## src/rtl/instr_register_pkg.sv

```systemverilog
// Shared types for the instruction register and its write/read controller.
// Holds the entry field types, the register address type, the controller
// state encoding and a saturating-counter helper.
package instr_register_pkg;

    typedef enum logic [3:0] {
        ZERO  = 4'd0,
        PASSA = 4'd1,
        PASSB = 4'd2,
        ADD   = 4'd3,
        SUB   = 4'd4,
        MULT  = 4'd5,
        DIV   = 4'd6,
        MOD   = 4'd7
    } opcode_t;

    typedef logic signed [31:0] operand_t;
    typedef logic [4:0]         address_t;

    // One instruction-register entry as captured from a requester.
    typedef struct packed {
        opcode_t  opcode;
        operand_t operand_a;
        operand_t operand_b;
    } instr_t;

    localparam int IR_DEPTH = 32;

    // Controller state codes, kept as plain constants for legacy users.
    localparam logic [0:0] ST_RUN   = 1'b0;
    localparam logic [0:0] ST_FLUSH = 1'b1;

    typedef enum logic [0:0] {
        RUN   = ST_RUN,
        FLUSH = ST_FLUSH
    } ctrl_state_t;

    // Increment by one when inc is set, sticking at all-ones.
    function automatic logic [15:0] sat_inc16(input logic [15:0] value, input logic inc);
        logic [15:0] result;
        if (inc && (value != 16'hFFFF)) begin
            result = value + 16'd1;
        end else begin
            result = value;
        end
        return result;
    endfunction

endpackage

```

## src/rtl/instr_register_ctrl_rr_arbiter2.sv

```systemverilog
// Two-way round-robin arbiter. When both requesters ask, the one that did
// not win last time (last: 0 = A, 1 = B) is granted. Purely combinational;
// the caller owns the last-grant register.
module rr_arbiter2 (
    input  logic valid_a,
    input  logic valid_b,
    input  logic enable,
    input  logic last,
    output logic grant_a,
    output logic grant_b
);

    // Pick at most one winner among the valid requesters.
    always_comb begin
        grant_a = 1'b0;
        grant_b = 1'b0;
        if (!enable) begin
            grant_a = 1'b0;
            grant_b = 1'b0;
        end else if (valid_a && valid_b) begin
            grant_a = last;
            grant_b = !last;
        end else begin
            grant_a = valid_a;
            grant_b = valid_b;
        end
    end

endmodule

```

## src/rtl/instr_register_ctrl.sv

```systemverilog
// Write/read controller for the instruction register.
// Arbitrates between requesters A and B, drives the register load port one
// cycle after acceptance, and sequences in-order draining through
// read_pointer with a valid/ready handshake. Owns pointers, occupancy and
// the RUN/FLUSH state.
// Optional build macro INSTR_CTRL_STATS_EN adds saturating grant and
// full-stall counters (grant_cnt_a, grant_cnt_b, full_stall_cnt).
module instr_register_ctrl
    import instr_register_pkg::*;
#(
    parameter int DEPTH = IR_DEPTH
) (
    input  logic                  clk,
    input  logic                  reset,
    input  logic                  flush,
    input  logic                  a_valid,
    input  logic                  b_valid,
    output logic                  a_ready,
    output logic                  b_ready,
    input  opcode_t               a_opcode,
    input  operand_t              a_operand_a,
    input  operand_t              a_operand_b,
    input  opcode_t               b_opcode,
    input  operand_t              b_operand_a,
    input  operand_t              b_operand_b,
    output logic                  load_en,
    output opcode_t               opcode,
    output operand_t              operand_a,
    output operand_t              operand_b,
    output address_t              write_pointer,
    output address_t              read_pointer,
    output logic                  rd_valid,
    input  logic                  rd_ready,
    output logic [$clog2(DEPTH):0] count,
    output logic                  full,
    output logic                  last_grant
`ifdef INSTR_CTRL_STATS_EN
    ,
    output logic [15:0]           grant_cnt_a,
    output logic [15:0]           grant_cnt_b,
    output logic [15:0]           full_stall_cnt
`endif
);

    localparam int             CW       = $clog2(DEPTH) + 1;
    localparam logic [CW-1:0]  DEPTH_C  = CW'(DEPTH);
    localparam address_t       PTR_LAST = address_t'(DEPTH - 1);

    // Pointers wrap at DEPTH, which may be smaller than the address space.
    function automatic address_t ptr_inc(input address_t ptr);
        address_t result;
        if (ptr == PTR_LAST) begin
            result = address_t'(0);
        end else begin
            result = ptr + address_t'(1);
        end
        return result;
    endfunction

    ctrl_state_t    state_r,      state_nxt;
    address_t       wr_ptr_r,     wr_ptr_nxt;
    address_t       rd_ptr_r,     rd_ptr_nxt;
    logic [CW-1:0]  count_r,      count_nxt;
    logic           load_en_r,    load_en_nxt;
    instr_t         data_r,       data_nxt;
    logic           last_grant_r, last_grant_nxt;
    logic           full_r,       full_nxt;
    logic           rd_valid_r,   rd_valid_nxt;

    logic           arb_en_s;
    logic           grant_a_s;
    logic           grant_b_s;
    logic           accept_s;
    logic           pop_s;

    // No grants while flushing, full or held in reset; full never bypasses a pop.
    assign arb_en_s = (state_r == RUN) && !full_r && !reset;

    rr_arbiter2 u_arb (
        .valid_a (a_valid),
        .valid_b (b_valid),
        .enable  (arb_en_s),
        .last    (last_grant_r),
        .grant_a (grant_a_s),
        .grant_b (grant_b_s)
    );

    assign a_ready  = grant_a_s;
    assign b_ready  = grant_b_s;
    assign accept_s = grant_a_s || grant_b_s;
    assign pop_s    = rd_valid_r && rd_ready;

    // Next-state logic for the FSM, pointers, occupancy and load port.
    always_comb begin
        state_nxt      = state_r;
        wr_ptr_nxt     = wr_ptr_r;
        rd_ptr_nxt     = rd_ptr_r;
        count_nxt      = count_r;
        load_en_nxt    = 1'b0;
        data_nxt       = data_r;
        last_grant_nxt = last_grant_r;
        case (state_r)
            RUN: begin
                if (flush) begin
                    // An in-flight write still lands this edge; its entry is discarded.
                    state_nxt   = FLUSH;
                    wr_ptr_nxt  = address_t'(0);
                    rd_ptr_nxt  = address_t'(0);
                    count_nxt   = CW'(0);
                    load_en_nxt = 1'b0;
                    if (accept_s) begin
                        last_grant_nxt = grant_b_s;
                    end else begin
                        last_grant_nxt = last_grant_r;
                    end
                end else begin
                    load_en_nxt = accept_s;
                    if (grant_b_s) begin
                        data_nxt       = '{opcode: b_opcode, operand_a: b_operand_a, operand_b: b_operand_b};
                        last_grant_nxt = 1'b1;
                    end else if (grant_a_s) begin
                        data_nxt       = '{opcode: a_opcode, operand_a: a_operand_a, operand_b: a_operand_b};
                        last_grant_nxt = 1'b0;
                    end else begin
                        data_nxt       = data_r;
                        last_grant_nxt = last_grant_r;
                    end
                    // The pending write commits on this edge, so the address moves on.
                    if (load_en_r) begin
                        wr_ptr_nxt = ptr_inc(wr_ptr_r);
                    end else begin
                        wr_ptr_nxt = wr_ptr_r;
                    end
                    if (pop_s) begin
                        rd_ptr_nxt = ptr_inc(rd_ptr_r);
                    end else begin
                        rd_ptr_nxt = rd_ptr_r;
                    end
                    case ({accept_s, pop_s})
                        2'b10:   count_nxt = count_r + CW'(1);
                        2'b01:   count_nxt = count_r - CW'(1);
                        default: count_nxt = count_r;
                    endcase
                end
            end
            FLUSH: begin
                state_nxt   = RUN;
                wr_ptr_nxt  = address_t'(0);
                rd_ptr_nxt  = address_t'(0);
                count_nxt   = CW'(0);
                load_en_nxt = 1'b0;
            end
            default: begin
                // Unreachable encoding: recover to an empty, running controller.
                state_nxt   = RUN;
                wr_ptr_nxt  = address_t'(0);
                rd_ptr_nxt  = address_t'(0);
                count_nxt   = CW'(0);
                load_en_nxt = 1'b0;
            end
        endcase
        full_nxt     = (count_nxt == DEPTH_C);
        // An entry is readable only once committed, so a pending load is excluded.
        rd_valid_nxt = (state_nxt == RUN) && (count_nxt > {{(CW-1){1'b0}}, load_en_nxt});
    end

    // State registers with synchronous reset; A wins the first tie after reset.
    always_ff @(posedge clk) begin
        if (reset) begin
            state_r      <= RUN;
            wr_ptr_r     <= address_t'(0);
            rd_ptr_r     <= address_t'(0);
            count_r      <= CW'(0);
            load_en_r    <= 1'b0;
            data_r       <= '{opcode: ZERO, operand_a: 32'sd0, operand_b: 32'sd0};
            last_grant_r <= 1'b1;
            full_r       <= 1'b0;
            rd_valid_r   <= 1'b0;
        end else begin
            state_r      <= state_nxt;
            wr_ptr_r     <= wr_ptr_nxt;
            rd_ptr_r     <= rd_ptr_nxt;
            count_r      <= count_nxt;
            load_en_r    <= load_en_nxt;
            data_r       <= data_nxt;
            last_grant_r <= last_grant_nxt;
            full_r       <= full_nxt;
            rd_valid_r   <= rd_valid_nxt;
        end
    end

    assign load_en       = load_en_r;
    assign opcode        = data_r.opcode;
    assign operand_a     = data_r.operand_a;
    assign operand_b     = data_r.operand_b;
    assign write_pointer = wr_ptr_r;
    assign read_pointer  = rd_ptr_r;
    assign count         = count_r;
    assign full          = full_r;
    assign rd_valid      = rd_valid_r;
    assign last_grant    = last_grant_r;

`ifdef INSTR_CTRL_STATS_EN
    logic [15:0] grant_cnt_a_r;
    logic [15:0] grant_cnt_b_r;
    logic [15:0] full_stall_cnt_r;

    // Statistics survive flush; only reset clears them.
    always_ff @(posedge clk) begin
        if (reset) begin
            grant_cnt_a_r    <= 16'd0;
            grant_cnt_b_r    <= 16'd0;
            full_stall_cnt_r <= 16'd0;
        end else begin
            grant_cnt_a_r    <= sat_inc16(grant_cnt_a_r, grant_a_s);
            grant_cnt_b_r    <= sat_inc16(grant_cnt_b_r, grant_b_s);
            full_stall_cnt_r <= sat_inc16(full_stall_cnt_r, (a_valid || b_valid) && full_r);
        end
    end

    assign grant_cnt_a    = grant_cnt_a_r;
    assign grant_cnt_b    = grant_cnt_b_r;
    assign full_stall_cnt = full_stall_cnt_r;
`endif

endmodule

```

## config.mk

```make
export PLATFORM = sky130hd
export DESIGN_NAME = instr_register_ctrl
export DESIGN_NICKNAME = d
export VERILOG_FILES = /design/src/rtl/instr_register_pkg.sv /design/src/rtl/instr_register_ctrl_rr_arbiter2.sv /design/src/rtl/instr_register_ctrl.sv
export SDC_FILE = /design/constraint.sdc
export NUM_CORES = 1
export LEC_CHECK = 0
export CAP_MARGIN = 10
export CORE_AREA = 5 5 117 119
export DETAILED_ROUTE_END_ITERATION = 7
export DIE_AREA = 0 0 122 124
export PLACE_DENSITY = 0.75
export SKIP_CTS_REPAIR_TIMING = 1
export SLEW_MARGIN = 20
export SYNTH_ARGS = -nofsm -noshare
export SYNTH_HDL_FRONTEND = slang
export SYNTH_SLANG_ARGS = --single-unit
```

## constraint.sdc

```tcl
create_clock -name clk -period 2.9 [get_ports clk]
set_input_delay 0.87 -clock clk [delete_from_list [all_inputs] [get_ports clk]]
set_output_delay 0.87 -clock clk [all_outputs]
set_load 0.01 [all_outputs]
```

# == Word-level counts from Yosys, hierarchy flattened ==
# Cells that the tools add are included.
# Widths: inputs -> output; s select.
# classes
reduce_logical,13
bitwise,3
n_eq_ne,8
mux,25
add_sub_neg,4
n_lt_le_gt_ge,1
# op_table
cell,count
$mux 68,2
$mux 5,6
$pmux 6 s2,2
$pmux 5 s2,2
$add 5x1->5 const B,2
$eq 5x5->1 const B,2
$mux 1,10
$add 6x1->6 const B,1
$eq 6x6->1 const B,1
$gt 6x1->1,1
$mux 6,1
$ne 3x3->1 const B,2
$reduce_and 3->1,2
$sub 6x1->6 const B,1
$logic_and 1x1->1,5
$pmux 1 s2,2
$logic_not 1->1,3
$not 1->1,3
$reduce_bool 3->1,1
$eq 2x1->1 const B,1
$eq 2x2->1 const B,1
$ne 2x1->1 const B,1
$reduce_bool 2->1,1
$logic_or 1x1->1,1
# totals
input_bits,142
wordCells,65
reg_bits,89
output_inout_bits,90

# == Logic depth before layout (Yosys ltp) ==
# depth
depth_word,11
depth_mapped,11
ltp_nobuf,10

# == Modules after synthesis ==
# From an unflattened synthesis, not the netlist that was laid out.
# unflattened
hier_cells,449
hier_area_um2,4177.8
# modules_own_cells
module,seq_area_each_um2,cells_each,area_per_inst_um2,instances
instr_register_ctrl,1781.7,444,4156.5,1
rr_arbiter2,0.0,5,21.3,1

# == Worst setup path before layout ==
# OpenSTA, ideal clock, no wires.
# synth_path
kind,input port to flip-flop
from,input port reset
to,"register full_r, in the netlist full"
t_arrival_ps,2863
t_required_ps,2840
path_stages,11
path_buffers,1
setup_slack_ps,-23
setup_time_ps,60
path_cell_list,nor3_2 > o21ai_1 > ha_1 > buf_4 > xor2_1 > ha_1 > a21oi_1 > xnor3_1 > nor3_1 > a21boi_0 > o2111a_1
# synth_via
elab_chain_len,9
word_cells_on_any_way,11
classes_between,3 x eq/ne; 5 x mux; 3 x reduce/logical
# synth_lines
element,line,source
from (decl),instr_register_ctrl.sv:14,"input logic reset,"
$logic_not 1->1,instr_register_ctrl.sv:77,assign arb_en_s = (state_r == RUN) && !full_r && !reset;
$logic_and 1x1->1,instr_register_ctrl.sv:77,
$mux 1,instr_register_ctrl_rr_arbiter2.sv:17,if (!enable) begin
$logic_or 1x1->1,instr_register_ctrl.sv:90,assign accept_s = grant_a_s || grant_b_s;
$eq 2x1->1 or $eq 2x2->1 (tied branches),instr_register_ctrl.sv:139,"case ({accept_s, pop_s})"
$pmux 6 s2,instr_register_ctrl.sv:139,
$mux 6,instr_register_ctrl.sv:104,if (flush) begin
$pmux 6 s2,instr_register_ctrl.sv:102,case (state_r)
$eq 6x6->1,instr_register_ctrl.sv:162,full_nxt = (count_nxt == DEPTH_C);
to (signal assigned),instr_register_ctrl.sv:187,full_r <= full_nxt;
to (decl),instr_register_ctrl.sv:67,"logic full_r, full_nxt;"
# Several ways; a longest one is shown, not always the timed one.
# A chain may end at the register's enable or synchronous reset.

# == Final worst setup path ==
# layout_path
from,input port b_valid
to,"register full_r, in the netlist full"
# layout_via
elab_chain_len,9
word_cells_on_any_way,12
classes_between,3 x eq/ne; 7 x mux; 2 x reduce/logical
# layout_lines
element,line,source
from (decl),instr_register_ctrl.sv:17,"input logic b_valid,"
$logic_and 1x1->1,instr_register_ctrl_rr_arbiter2.sv:20,end else if (valid_a && valid_b) begin
$mux 1,instr_register_ctrl_rr_arbiter2.sv:20,
$mux 1,instr_register_ctrl_rr_arbiter2.sv:17,
$logic_or 1x1->1 *,instr_register_ctrl.sv:90,
$eq 2x1->1 or $eq 2x2->1 (tied branches),instr_register_ctrl.sv:139,
$pmux 6 s2 *,instr_register_ctrl.sv:139,
$mux 6 *,instr_register_ctrl.sv:104,
$pmux 6 s2 *,instr_register_ctrl.sv:102,
$eq 6x6->1 *,instr_register_ctrl.sv:162,
# Every way passes the cells marked *; elsewhere a longest branch is shown, timed or not.

==> reports/qor.txt <==
status: finished clean
max-slew violations: 0
worst path cell trace: clkdlybuf4s50_1 > o21ai_1 > buf_4 > ha_2 > xor2_1 > ha_2 > a21oi_2 > xnor3_1 > nor3_2 > a21boi_2 > o2111a_1
core area: 12,470 sq um
Post-synth top cells: nand2_1, dfxtp_1, nor2_1
RSZ-0062 raised after global routing: false
Final min period: 2816 ps
Worst R2R Setup Slack: 510 ps
Tcrit/Tclk final: 97.12%
Max-cap violations: 0
Total Wirelength: 14,300 um
Clk Latency, worst-skew pair: 330 ps
top_reg_cell synth: dfxtp_1
main area contributors after synthesis: dfxtp_1, a311oi_1, nand2_1
post-route ant nets: 0
max incr delay on CP: 470 ps
routed len/inst: 15.53 um
Final Power: 3.119 mW
post-synthesis area per instance: 8.006 sq um
mux share of post-synthesis cell area: 0.9749%
setup ws final: 83.53 ps
Placer Congestion: 0.8230
Finished Core Util: 55.93%
final setup vio count: 0
drt drc: 0
YS warnings: 0
Distinct cells, synth: 51
most common cell in the netlist: nand2_1
Worst slew margin: 45.58%
post-route cell area: 6972 sq um
pin count of the biggest net entering global routing: 91
Clock Skew: 5.603 ps
Hold Crit Class: flop to flop
die width: 122 um
Max FO, Critical Path: 4
via count: 4,648
compound-gate portion of the synthesized area: 20.89%
die height: 124 um
Worst R2R Start: state_r
leakage: 2.656 nW
Post-Syn Instances: 529
antenna diode count: 0
Critical-path top delay cell: clkdlybuf4s50_1
CP Class: input port to flop
total grt overflow: 0
CTS Buf Count: 9
number of synthesized flops with an enable pin: 0
Yosys reg bits: 89
Worst Path Arrival: 3100 ps
Pwr Density: 447.4 nW/um^2
HP Start: read_pointer[4]
share of layout cells above drive strength 1: 6.542%
Async SR Flop Fraction: 0%
fmax: 355.1 MHz
Worst path top cell family by delay: buffers and inverters
Yosys top cell area share: 42.07%
initial antenna violation count: 0
non-filler cells, final: 921
CP Buf/Inv Count: 2
first-pass GRT wire length: 21,910 um
register area share after synthesis: 42.07%
syn nets: 679
Initial Util: 33.98%
post-synthesis xor/xnor area fraction: 1.566%
IO Pins: 232
NumNets Final: 894
hold path endpoint: read_pointer[4]
Reg-to-Reg End: full
largest family of logic cells by synthesized area: simple AND/OR/NAND/NOR gates
WHS Path Cells: 2
Synth Cell Area: 4235 sq um
Worst VDD drop: 0.0002408 V
drt first pass iters: 4
final hold violations: 0
Iter 0 DRT Violations: 230
area grow syn2layout: 64.61%
Inst Count DP: 904
IO Port Bufs: 231
largest area contributor in the netlist: dfxtp_1
CTS tree: yes
placed inst area: 6668 sq um
WHS: 491.3 ps
root buf cell: clkbuf_16
vias in the first global route: 4,694
Slew @ Worst Pin: 816.3 ps
simple-gate area share of the yosys netlist: 25.49%
critical path required time: 3180 ps
HPWL Detailed: 10,490 um
Cell Rows: 41
H-tree levels: 3
DR vias/cell: 5.047
CP most frequent cell: ha_2
maximum root-to-sink buffer count: 2
die area: 15,130 sq um
Post-Synth Adder-Cell Area: 2.363%
Worst-path clk slew: 60 ps
Worst setup SP type: input port
Worst R2R Path Depth: 11
clk sink count: 89
setup_tns: 0 ps
crit path capture type: flop
Place WS: -334.5 ps
gr usage total: 17.82%
state kept, by name, summed over array words and instances (netlist names):
signal,count
load_en,1
last_grant,1
opcode,4
count,6
full,1
write_pointer,5
operand_a,32
operand_b,32
read_pointer,5
rd_valid,1
state_r,1
routing by layer:
| layer | global-route usage [%] | up-vias | routed length, um |
|---|---|---|---|
| li1 | - | 2294 | - |
| met5 | 0 | - | 0 |
| met1 | 19.71 | 2135 | 5621 |
| met3 | 6.267 | 27 | 1323 |
| met2 | 31.66 | 192 | 7050 |
| met4 | 6.443 | 0 | 302 |
logic make-up (layout without fill, tap and decap cells):
| family | Yosys count | in the layout |
|---|---|---|
| AOI/OAI and AO/OA | 111 | 111 |
| xor gates and xnor gates | 6 | 6 |
| adders and majority gates | 8 | 8 |
| buffers and inverters | 51 | 271 |
| DFF | 89 | 89 |
| muxes | 4 | 4 |
| and+or+nand+nor | 260 | 260 |
cell type report:
cell class / count / area (sq um)
inverter: 6 / 22.52
clock buffer: 13 / 260.3
clock inverter: 3 / 15.01
fill: 1115 / 5494
multi-input combinational: 389 / 2202
tap: 172 / 215.2
timing repair buffer: 249 / 2475
sequential: 89 / 1782
worst max path at each step:
stage                     startpoint       to  cells after the start
after floorplan                reset     full                     11
after global routing         b_valid     full                     11
final                        b_valid     full                     11
after global placement       a_valid     full                     11
after CTS                    b_valid  a_ready                      6
after detailed placement     a_valid     full                     11
power breakdown:
group / switching [mW] / total [mW] / internal, mW
sequential: 0.0440 / 1.34 / 1.29
combinational: 0.292 / 0.694 / 0.402
clock: 0.462 / 1.09 / 0.624
cells in the final DEF, fill, tap and decap left out, types with 4 or more instances in the layout:
cell and count:
clkbuf_16 9, nor2_1 85, ha_1 6, a21oi_1 10, o21ai_0 7, buf_4 16
a21o_1 4, nand2_1 141, nand2b_1 4, dfxtp_1 89, nor3b_1 4, inv_1 5
a311oi_1 68, clkdlybuf4s50_1 227
worst min-delay path, cell delays in order (launching register included):
cell	delay, ps
dfxtp_1	330
nand2_1	60
a21oi_1	60
Note: power is estimated with default switching activity, not from simulation.
